**src/rtl/pe_feeder_pkg.sv**
```systemverilog
// Shared types and helpers for the PE-array edge feeder.
// Lanes carry operands of 2*B bits; the helper keeps that relation in one place.
package pe_feeder_pkg;

  typedef enum logic [1:0] {
    IDLE   = 2'd0,
    STREAM = 2'd1,
    DRAIN  = 2'd2
  } state_e;

  localparam int unsigned DEF_B  = 4;
  localparam int unsigned LANE_W = 2 * DEF_B;

  function automatic int unsigned lane_w(input int unsigned b);
    return 2 * b;
  endfunction

endpackage

```
**src/rtl/pe_skew_lane.sv**
```systemverilog
// One skewed lane: a DEPTH-stage shift register carrying data, weight and valid.
// The pipe advances every cycle and is cleared asynchronously by reset_i.
module pe_skew_lane #(
  parameter int DEPTH = 1,
  parameter int WIDTH = 8
) (
  input  logic             clk_i,
  input  logic             reset_i,
  input  logic             valid_i,
  input  logic [WIDTH-1:0] data_i,
  input  logic [WIDTH-1:0] weight_i,
  output logic             valid_o,
  output logic [WIDTH-1:0] data_o,
  output logic [WIDTH-1:0] weight_o
);

  logic [DEPTH-1:0] r_valid;
  logic [WIDTH-1:0] r_data   [DEPTH];
  logic [WIDTH-1:0] r_weight [DEPTH];

  always_ff @(posedge clk_i or negedge reset_i) begin
    if (!reset_i) begin
      r_valid <= '0;
      for (int i = 0; i < DEPTH; i++) begin
        r_data[i]   <= '0;
        r_weight[i] <= '0;
      end
    end else begin
      r_valid[0]  <= valid_i;
      r_data[0]   <= data_i;
      r_weight[0] <= weight_i;
      for (int i = 1; i < DEPTH; i++) begin
        r_valid[i]  <= r_valid[i-1];
        r_data[i]   <= r_data[i-1];
        r_weight[i] <= r_weight[i-1];
      end
    end
  end

  assign valid_o  = r_valid[DEPTH-1];
  assign data_o   = r_data[DEPTH-1];
  assign weight_o = r_weight[DEPTH-1];

endmodule

```
**src/rtl/pe_feeder.sv**
```systemverilog
// Streams a tile of operand vectors into the PE array edge with lane k delayed k cycles,
// zero-filling bubbles and flushing the skew pipe with zeros before signalling done.
//   state  | meaning
//   IDLE   | waiting for start_i; len_i==0 just pulses done_o
//   STREAM | ready_o high, accepting vectors until len are taken
//   DRAIN  | N zero cycles so the last vector clears the deepest lane
module pe_feeder
  import pe_feeder_pkg::*;
#(
  parameter int B              = 4,
  parameter int quantized_size = 8,
  parameter int LEN_W          = 8,
  localparam int LANE_W        = lane_w(B)
) (
  input  logic                      clk_i,
  input  logic                      reset_i,
  input  logic                      start_i,
  input  logic [LEN_W-1:0]          len_i,
  input  logic                      data_v_i,
  input  logic [LANE_W-1:0]         data_i    [quantized_size],
  input  logic [LANE_W-1:0]         weights_i [quantized_size],
  output logic                      ready_o,
  output logic [quantized_size-1:0] valid_o,
  output logic [LANE_W-1:0]         data_o    [quantized_size],
  output logic [LANE_W-1:0]         weights_o [quantized_size],
  output logic                      busy_o,
  output logic                      done_o
);

  localparam int DRN_W = $clog2(quantized_size + 1);

  state_e           r_state, w_state_nxt;
  logic [LEN_W-1:0] r_len, w_len_nxt;
  logic [LEN_W-1:0] r_cnt, w_cnt_nxt, w_cnt_inc;
  logic [DRN_W-1:0] r_drn, w_drn_nxt;
  logic             r_done, w_done_nxt;
  logic             w_accept;

  assign w_accept  = (r_state == STREAM) && data_v_i;
  assign w_cnt_inc = r_cnt + 1'b1;

  always_ff @(posedge clk_i or negedge reset_i) begin
    if (!reset_i) begin
      r_state <= IDLE;
      r_len   <= '0;
      r_cnt   <= '0;
      r_drn   <= '0;
      r_done  <= 1'b0;
    end else begin
      r_state <= w_state_nxt;
      r_len   <= w_len_nxt;
      r_cnt   <= w_cnt_nxt;
      r_drn   <= w_drn_nxt;
      r_done  <= w_done_nxt;
    end
  end

  always_comb begin
    w_state_nxt = r_state;
    w_len_nxt   = r_len;
    w_cnt_nxt   = r_cnt;
    w_drn_nxt   = r_drn;
    w_done_nxt  = 1'b0;
    unique case (r_state)
      IDLE: begin
        if (start_i) begin
          if (len_i == '0) begin
            w_done_nxt = 1'b1;
          end else begin
            w_state_nxt = STREAM;
            w_len_nxt   = len_i;
            w_cnt_nxt   = '0;
          end
        end
      end
      STREAM: begin
        if (w_accept) begin
          w_cnt_nxt = w_cnt_inc;
          if (w_cnt_inc == r_len) begin
            w_state_nxt = DRAIN;
            w_drn_nxt   = '0;
          end
        end
      end
      DRAIN: begin
        // Last drain cycle: the final vector now sits on the deepest lane's output.
        if (r_drn == DRN_W'(quantized_size - 1)) begin
          w_state_nxt = IDLE;
          w_done_nxt  = 1'b1;
        end else begin
          w_drn_nxt = r_drn + 1'b1;
        end
      end
      default: w_state_nxt = IDLE;
    endcase
  end

  assign ready_o = (r_state == STREAM);
  assign busy_o  = (r_state != IDLE);
  assign done_o  = r_done;

  for (genvar k = 0; k < quantized_size; k++) begin : g_lane
    logic [LANE_W-1:0] w_d;
    logic [LANE_W-1:0] w_w;

    assign w_d = w_accept ? data_i[k]    : '0;
    assign w_w = w_accept ? weights_i[k] : '0;

    pe_skew_lane #(
      .DEPTH(k + 1),
      .WIDTH(LANE_W)
    ) u_lane (
      .clk_i   (clk_i),
      .reset_i (reset_i),
      .valid_i (w_accept),
      .data_i  (w_d),
      .weight_i(w_w),
      .valid_o (valid_o[k]),
      .data_o  (data_o[k]),
      .weight_o(weights_o[k])
    );
  end

endmodule

```
**config.mk**
```make
export PLATFORM = sky130hd
export DESIGN_NAME = pe_feeder
export DESIGN_NICKNAME = d
export VERILOG_FILES = /design/src/rtl/pe_feeder_pkg.sv /design/src/rtl/pe_skew_lane.sv /design/src/rtl/pe_feeder.sv
export SDC_FILE = /design/constraint.sdc
export NUM_CORES = 1
export LEC_CHECK = 0
export ABC_AREA = 1
export CORE_MARGIN = 4
export CORE_UTILIZATION = 55
export CTS_BUF_LIST = sky130_fd_sc_hd__clkbuf_2
export DETAILED_ROUTE_END_ITERATION = 8
export PLACE_DENSITY = 0.81
export SYNTH_ARGS = -nofsm -noshare
export SYNTH_HDL_FRONTEND = slang
export SYNTH_HIERARCHICAL = 1
export SYNTH_SLANG_ARGS = --single-unit
```
**constraint.sdc**
```tcl
create_clock -name clk_i -period 2.1 [get_ports clk_i]
set_clock_uncertainty 0.05 [all_clocks]
set_input_delay 0.42 -clock clk_i [delete_from_list [all_inputs] [get_ports clk_i]]
set_output_delay 0.42 -clock clk_i [all_outputs]
set_load 0.1 [all_outputs]
```
==> metrics.txt, run 1 <==
total power 30.61 mW; Seq/Total Area, Yosys between 80% and 90%; register share of total power between 50% and 60%; r2r worst-path depth 8; Total GRT Usage between 20% and 30%; final setup margin -0.2596 ns; slew margin rel. a little under three fifths; clk slew on worst S/H paths ~0.12 ns; Sink Count 635; Synth Register Bits approximately 640; initial antenna violation count 3; syn_nets between 1,000 and 1,500; Residual DRC 0; Clock Latency Late Sink around 1.1 ns; Root Buffer clkbuf_2; HPWL Detailed between 20,000 and 25,000 µm; pre-CTS setup slack approximately 0.13 ns; Sw Ratio around a third; CP endpoint kind output port; RSZ-0062 raised after global routing yes; vias per inst 4.551; Sum Neg Setup Slack -1.079 ns; post-synthesis instance total 1,178; Initial DRC Count 381; total gr overflow 0; antenna viol nets, final 0; library cells used by synthesis 27; Worst Setup SP r_state[0]$_DFFE_PN0P_; crit path DAT ~1.9 ns; failing checks setup timing; Logic pwr share between 20% and 30%; Leak approximately 13 nW; Worst EP required about 1.6 ns; Final Cell Area 25,330 µm²; total length of routed wires between 40,000 and 50,000 µm; Die X 191.9 µm; slew at the pin with the worst max-slew slack 0.6603 ns; Synth Warn # 6; Fill cells about 1,700; # rows between 60 and 70; area of the multi-input gates roughly 1200 µm²; Achievable Freq 423.8 MHz; status complete, but fails checks; final setup vio count 38; Final nets approximately 1,800; Boundary Pins 279; WL/cell ~19 µm; Area Overhead vs Synth 36.13%; CP cell instances nor2_4 > inv_2 > buf_12; CORE AREA between 30,000 and 40,000 µm²; min-delay src g_lane[5].u_lane/r_data[41]$_DFF_PN0_; hold worst-path end g_lane[5].u_lane/r_data[33]$_DFF_PN0_; P_int 19.99 mW; RR Endpoint r_len[7]$_DFFE_PN0P_; vias in the first global route between 10,000 and 15,000; Inst Count DP around 1,800; CTS Buffer Depth 3; Final GP Congestion approximately 0.8; Fin. Hold Viols 0; final core occ around three quarters; clock share of power 27.2%; CTS H-tree depth 4; drt first pass iters 4; non-filler cells, final 2,213; Max FO, Critical Path 4; # Max-Cap Violations 0; hold_ws between 0.2 and 0.25 ns; crit path kind flop to output port; CTS tree done; Final Cycle Share 112.4%; Initial Util 55.64%; Die ar. 36,840 µm²; vias post-DR roughly 10,000; storage element area about 16,000 µm²; worst flop-to-flop path startpoint r_drn[0]$_DFFE_PN0P_; Power per Cell Area 1209 nW/µm²; crit start category flop; Final Slew Violations 0; Num CTS Buffers 150; Worst Hold Depth 0; largest net degree at the start of global routing ~120; die height roughly 190 µm; syn avg cell area 15.80 µm²; ratio of cells with drive above 1 in the final layout 24.86%; reg2reg setup slack 0.19 ns; Psw around 11 mW; worst hold path type flop to flop; VDD IR max approximately 0.79 mV; Worst path slowest cell dfrtp_2; post-synthesis cell area about 19,000 µm²; Post-Place Cell Area between 20,000 and 25,000 µm²; first-pass GRT wire length between 60,000 and 70,000 µm; slowest cell delay on critical path 0.46 ns; Final min period ~2.4 ns; port bufs between 200 and 300
## worst max path at each step
stage | slack (ns) | endpoint | cells after the start
2_1_floorplan | 0.21 | g_lane[2].u_lane/r_data[20]$_DFF_PN0_ | 7
3_3_place_gp | 0.22 | r_cnt[6]$_DFFE_PN0P_ | 6
3_5_place_dp | 0.13 | r_len[7]$_DFFE_PN0P_ | 10
4_1_cts | -0.41 | busy_o | 3
5_1_grt | -0.44 | busy_o | 3
6_report | -0.26 | busy_o | 3
## kinds of logic after synthesis
logic type	synth area share, %
flip-flops	85.39
buffers and inverters	8.230
AND/OR/NAND/NOR	5.486
AO/OA/AOI/OAI	0.6186
XOR/XNOR	0.1412
adder cells (fa/ha/maj)	0.1345
## power groups by stage
stage | logic, mW | clock network [mW] | registers, mW
3_5_place_dp | 5.77 | 0 | 15.3
2_1_floorplan | 4.02 | 0 | 15.5
6_report | 6.94 | 8.34 | 15.3
4_1_cts | 6.69 | 8.30 | 15.2
3_3_place_gp | 5.67 | 0 | 15.0
5_1_grt | 7.23 | 9.34 | 15.5
## cell usage in the layout (no fill, tap or decap), types with 2 or more instances in the layout
cell,Yosys,layout
xor2_1,2,2
diode_2,0,3
dfrtp_1,635,632
o21ai_1,8,8
nand3_1,26,26
dlygate4sd3_1,0,140
nand4_1,5,5
nor2_2,5,5
dfrtp_2,0,3
o21ai_0,10,10
buf_12,0,87
clkinv_1,0,27
nand2_1,43,43
nor2_1,133,132
nand2_2,8,8
bufinv_16,0,6
inv_2,5,9
clkinv_2,0,6
buf_8,0,64
a21oi_1,2,2
nand3_2,2,2
nor2_4,3,4
clkdlybuf4s50_1,0,138
clkbuf_2,0,214
inv_1,154,153
buf_4,121,22
## Yosys cell counts (all sizes together)
cell type	count	area, µm²
dfrtp	635	15890
inv	159	596.8
nor2	142	584.3
buf	124	923.4
nand2	52	222.7
nand3	29	167.7
o21ai	18	90.09
nand4	5	31.28
clkbuf	3	11.26
a21oi	2	10.01
ha	2	25.02
xor2	2	17.52
nand3b	1	7.510
o22ai	1	6.260
o32ai	1	8.760
or4	1	7.510
xnor2	1	8.760
## state kept, by name, summed over array words and instances, names as in the netlist, 2 cells and up
name,cells
r_drn,4
g_lane.u_lane/r_valid,35
g_lane.u_lane/r_weight,224
r_state,2
r_cnt,8
g_lane.u_lane/weight_o,64
g_lane.u_lane/data_o,64
g_lane.u_lane/r_data,224
r_len,8
## area by class of cell
class,instances,share of cell area [%]
repair buffers,451,22.31
well taps,448,2.213
clock inverters,46,1.388
clock buffers,214,4.228
diodes,3,0.02964
inverters,159,2.366
flip-flops and latches,635,62.74
multi-input cells,257,4.727
## timing repair
item / CTS / global route
hold buffers: 141 / 0
hold endpoints to repair: 773 / 0
gates resized for setup: 299 / 56
buffers inserted: 4 / 3
setup endpoints to repair: 139 / 141
pin swaps: 2 / 2
## per-layer routing
metal / vias up / global-route usage [%] / share of wire, %
li1: 4449 / - / -
met3: 82 / 6.270 / 5.3
met5: - / 0 / 0
met4: 0 / 10.66 / 2.8
met2: 329 / 44.25 / 59
met1: 5211 / 25.16 / 33
## critical path: cells and delay by family, from the launching register on
kind	cells	cell delay (ns)
flip-flops	1	0.46
buffers and inverters	2	0.23
AND/OR/NAND/NOR	1	0.15
Note: power is estimated with default switching activity, not from simulation.
==> run 2: changes to the inputs <==
--- a/config.mk
+++ b/config.mk
@@ -9,8 +9,11 @@
 export CORE_MARGIN = 4
 export CORE_UTILIZATION = 55
 export CTS_BUF_LIST = sky130_fd_sc_hd__clkbuf_2
+export CTS_CLUSTER_SIZE = 8
 export DETAILED_ROUTE_END_ITERATION = 8
-export PLACE_DENSITY = 0.81
+export DONT_BUFFER_PORTS = 1
+export PLACE_DENSITY = 0.7
+export SKIP_CTS_REPAIR_TIMING = 1
 export SYNTH_ARGS = -nofsm -noshare
 export SYNTH_HDL_FRONTEND = slang
 export SYNTH_HIERARCHICAL = 1
==> run 2 against run 1 <==
Effect of this change:
- the flow finishes with violations (hold timing, slew limit, setup timing)
- core utilization is 1.7 points lower
- flip-flop and latch count did not move
- final cell count decreased by 1.4%
- first-iteration DRC count up 29%
- via count down 3.0%
- worst hold slack lost 1.2 ns
- sequential share of layout area increased by 1.5 points
- cell area down 2.3%
- routed wire length decreased by 13%
- global-route usage shrank 8.7 points
- non-clock buffer count down 24
- critical path type unchanged
- largest cell class unchanged
- largest power group unchanged
==> metrics.txt, run 2 (same netlist as run 1, synthesis figures left out) <==
status complete, but fails checks (unchanged); failing checks hold timing, slew limit, setup timing (was setup timing); vias post-DR 9,768 (was 10,070); # Max-Cap Violations 0 (unchanged); largest net degree at the start of global routing 636 (was 119); metal3 WL 1890 µm (was 2253 µm); HPWL Detailed 15,990 µm (was 21,250 µm); Final Cell Area 24,750 µm² (was 25,330 µm²); slew at the pin with the worst max-slew slack 2.809 ns (was 0.6603 ns); total length of routed wires 37,000 µm (was 42,420 µm); drt first pass iters 5 (was 4); antenna viol nets, final 0 (unchanged); vias per inst 4.479 (was 4.551); Max FO, Critical Path 5 (was 4); final setup vio count 14 (was 38); Sink Count 635 (unchanged); most common cell after layout, fill and taps aside dfrtp_1 (unchanged); slew margin rel. -87.23% (was 55.98%); total gr overflow 0 (unchanged); RR Endpoint g_lane[7].u_lane/r_weight[61]$_DFF_PN0_ (was r_len[7]$_DFFE_PN0P_); Post-Place Cell Area 19,330 µm² (was 21,020 µm²); port bufs 0 (was 278); Boundary Pins 279 (unchanged); Initial DRC Count 493 (was 381); worst hold path type input pin to async pin (was flop to flop); Die X 191.9 µm (unchanged); Power per Cell Area 1192 nW/µm² (was 1209 nW/µm²); Final Cycle Share 112.8% (was 112.4%); crit path kind flop to output port (unchanged); CTS tree done (unchanged); pre-CTS setup slack 0.1821 ns (was 0.1308 ns); Num CTS Buffers 148 (was 150); commonest cells after routing, fill and taps aside dfrtp_1 (630), dlygate4sd3_1 (284), clkbuf_2 (216), inv_1 (153), nor2_1 (132) (was dfrtp_1 (632), clkbuf_2 (214), inv_1 (153), dlygate4sd3_1 (140), clkdlybuf4s50_1 (138)); crit start category flop (unchanged); Largest regs g_lane.u_lane/r_data x224, g_lane.u_lane/r_weight x224 (unchanged); Residual DRC 0 (unchanged); reg2reg setup slack 0.09 ns (was 0.19 ns); Final Slew Violations 445 (was 0); r2r worst-path depth 8 (unchanged); Die ar. 36,840 µm² (unchanged); Final GP Congestion 0.8107 (was 0.7844); final core occ 74.01% (was 75.73%); Leak 12.88 nW (was 13.11 nW); Root Buffer clkbuf_2 (unchanged); Worst Setup SP r_state[0]$_DFFE_PN0P_ (unchanged); clk slew on worst S/H paths 0.11 ns (was 0.12 ns); Clock Latency Late Sink 1.03 ns (was 1.05 ns); Worst EP required 1.63 ns (about the same); WL/cell 16.97 µm (was 19.17 µm); CP endpoint kind output port (unchanged); crit path DAT 1.90 ns (was 1.89 ns); Area Overhead vs Synth 33.02% (was 36.13%); Top Metal Used met4 (unchanged); # rows 67 (unchanged); worst flop-to-flop path startpoint r_state[0]$_DFFE_PN0P_ (was r_drn[0]$_DFFE_PN0P_); vias in the first global route 8,933 (was 11,960); CORE AREA 33,450 µm² (unchanged); WL met1 12,360 µm (was 14,140 µm); Initial Util 55.64% (unchanged); hold_ws -0.9234 ns (was 0.2364 ns); final setup margin -0.2697 ns (was -0.2596 ns); Routed met2 length 21,290 µm (was 24,860 µm); Final min period 2.370 ns (was 2.360 ns); VDD IR max 0.6868 mV (was 0.7925 mV); first-pass GRT wire length 42,880 µm (was 64,830 µm); Achievable Freq 422.0 MHz (was 423.8 MHz); RSZ-0062 raised after global routing yes (unchanged); Total GRT Usage 15.04% (was 23.78%); ratio of cells with drive above 1 in the final layout 23.56% (was 24.86%); CTS Buffer Depth 3 (unchanged); CTS H-tree depth 4 (unchanged); initial antenna violation count 1 (was 3); die height 191.9 µm (unchanged); Fin. Hold Viols 635 (was 0); Final nets 1,770 (was 1,796)
[run 2: area by class of cell]
cell class	count	area, µm²
Antenna cell	1	2.502
Clock buffer	216	1081
Clock inverter	38	274.0
Fill cell	1860	8695
Inverter	159	599.3
Multi-Input combinational cell	257	1197
Sequential cell	635	15900
Tap cell	448	560.5
Timing Repair Buffer	427	5142
[run 2: per-stage QoR]
| stage | setup TNS [ns] | std cells | hold WS, ns | power, mW |
|---|---|---|---|---|
| 2_1_floorplan | 0 | 1178 | 0.07441 | 19.56 |
| 3_3_place_gp | 0 | 1641 | 0.08549 | 20.10 |
| 3_5_place_dp | 0 | 1641 | 0.08340 | 20.34 |
| 4_1_cts | -22.02 | 1895 | -1.108 | 28.03 |
| 5_1_grt | -18.03 | 2181 | -1.121 | 30.98 |
| 6_report | -0.6844 | 2181 | -0.9234 | 29.52 |
[run 2: worst max-delay path, cell delays in order, from the launching register on]
cell     delay, ns
dfrtp_2       0.46
inv_2         0.07
nor2_4        0.13
buf_12        0.20
[run 2: worst max path at each step]
stage	end	slack, ns	depth (start not counted)
after floorplan	g_lane[2].u_lane/r_data[20]$_DFF_PN0_	0.21	7
after global placement	r_drn[3]$_DFFE_PN0P_	0.30	9
after detailed placement	r_drn[3]$_DFFE_PN0P_	0.18	10
after CTS	busy_o	-0.61	3
after global routing	ready_o	-0.42	3
final	ready_o	-0.27	3
[run 2: routing by layer]
layer / global-route usage, % / vias up
met5: 0 / -
met3: 6.125 / 114
li1: - / 4373
met2: 24.35 / 348
met4: 8.536 / 0
met1: 17.03 / 4933
[run 2: report_power, final]
group	internal [mW]	leakage [nW]	switching (mW)	total, mW
logic	2.04	3.65	4.41	6.45
registers	14.2	8.22	0.981	15.2
clock network	3.23	1.02	4.63	7.86
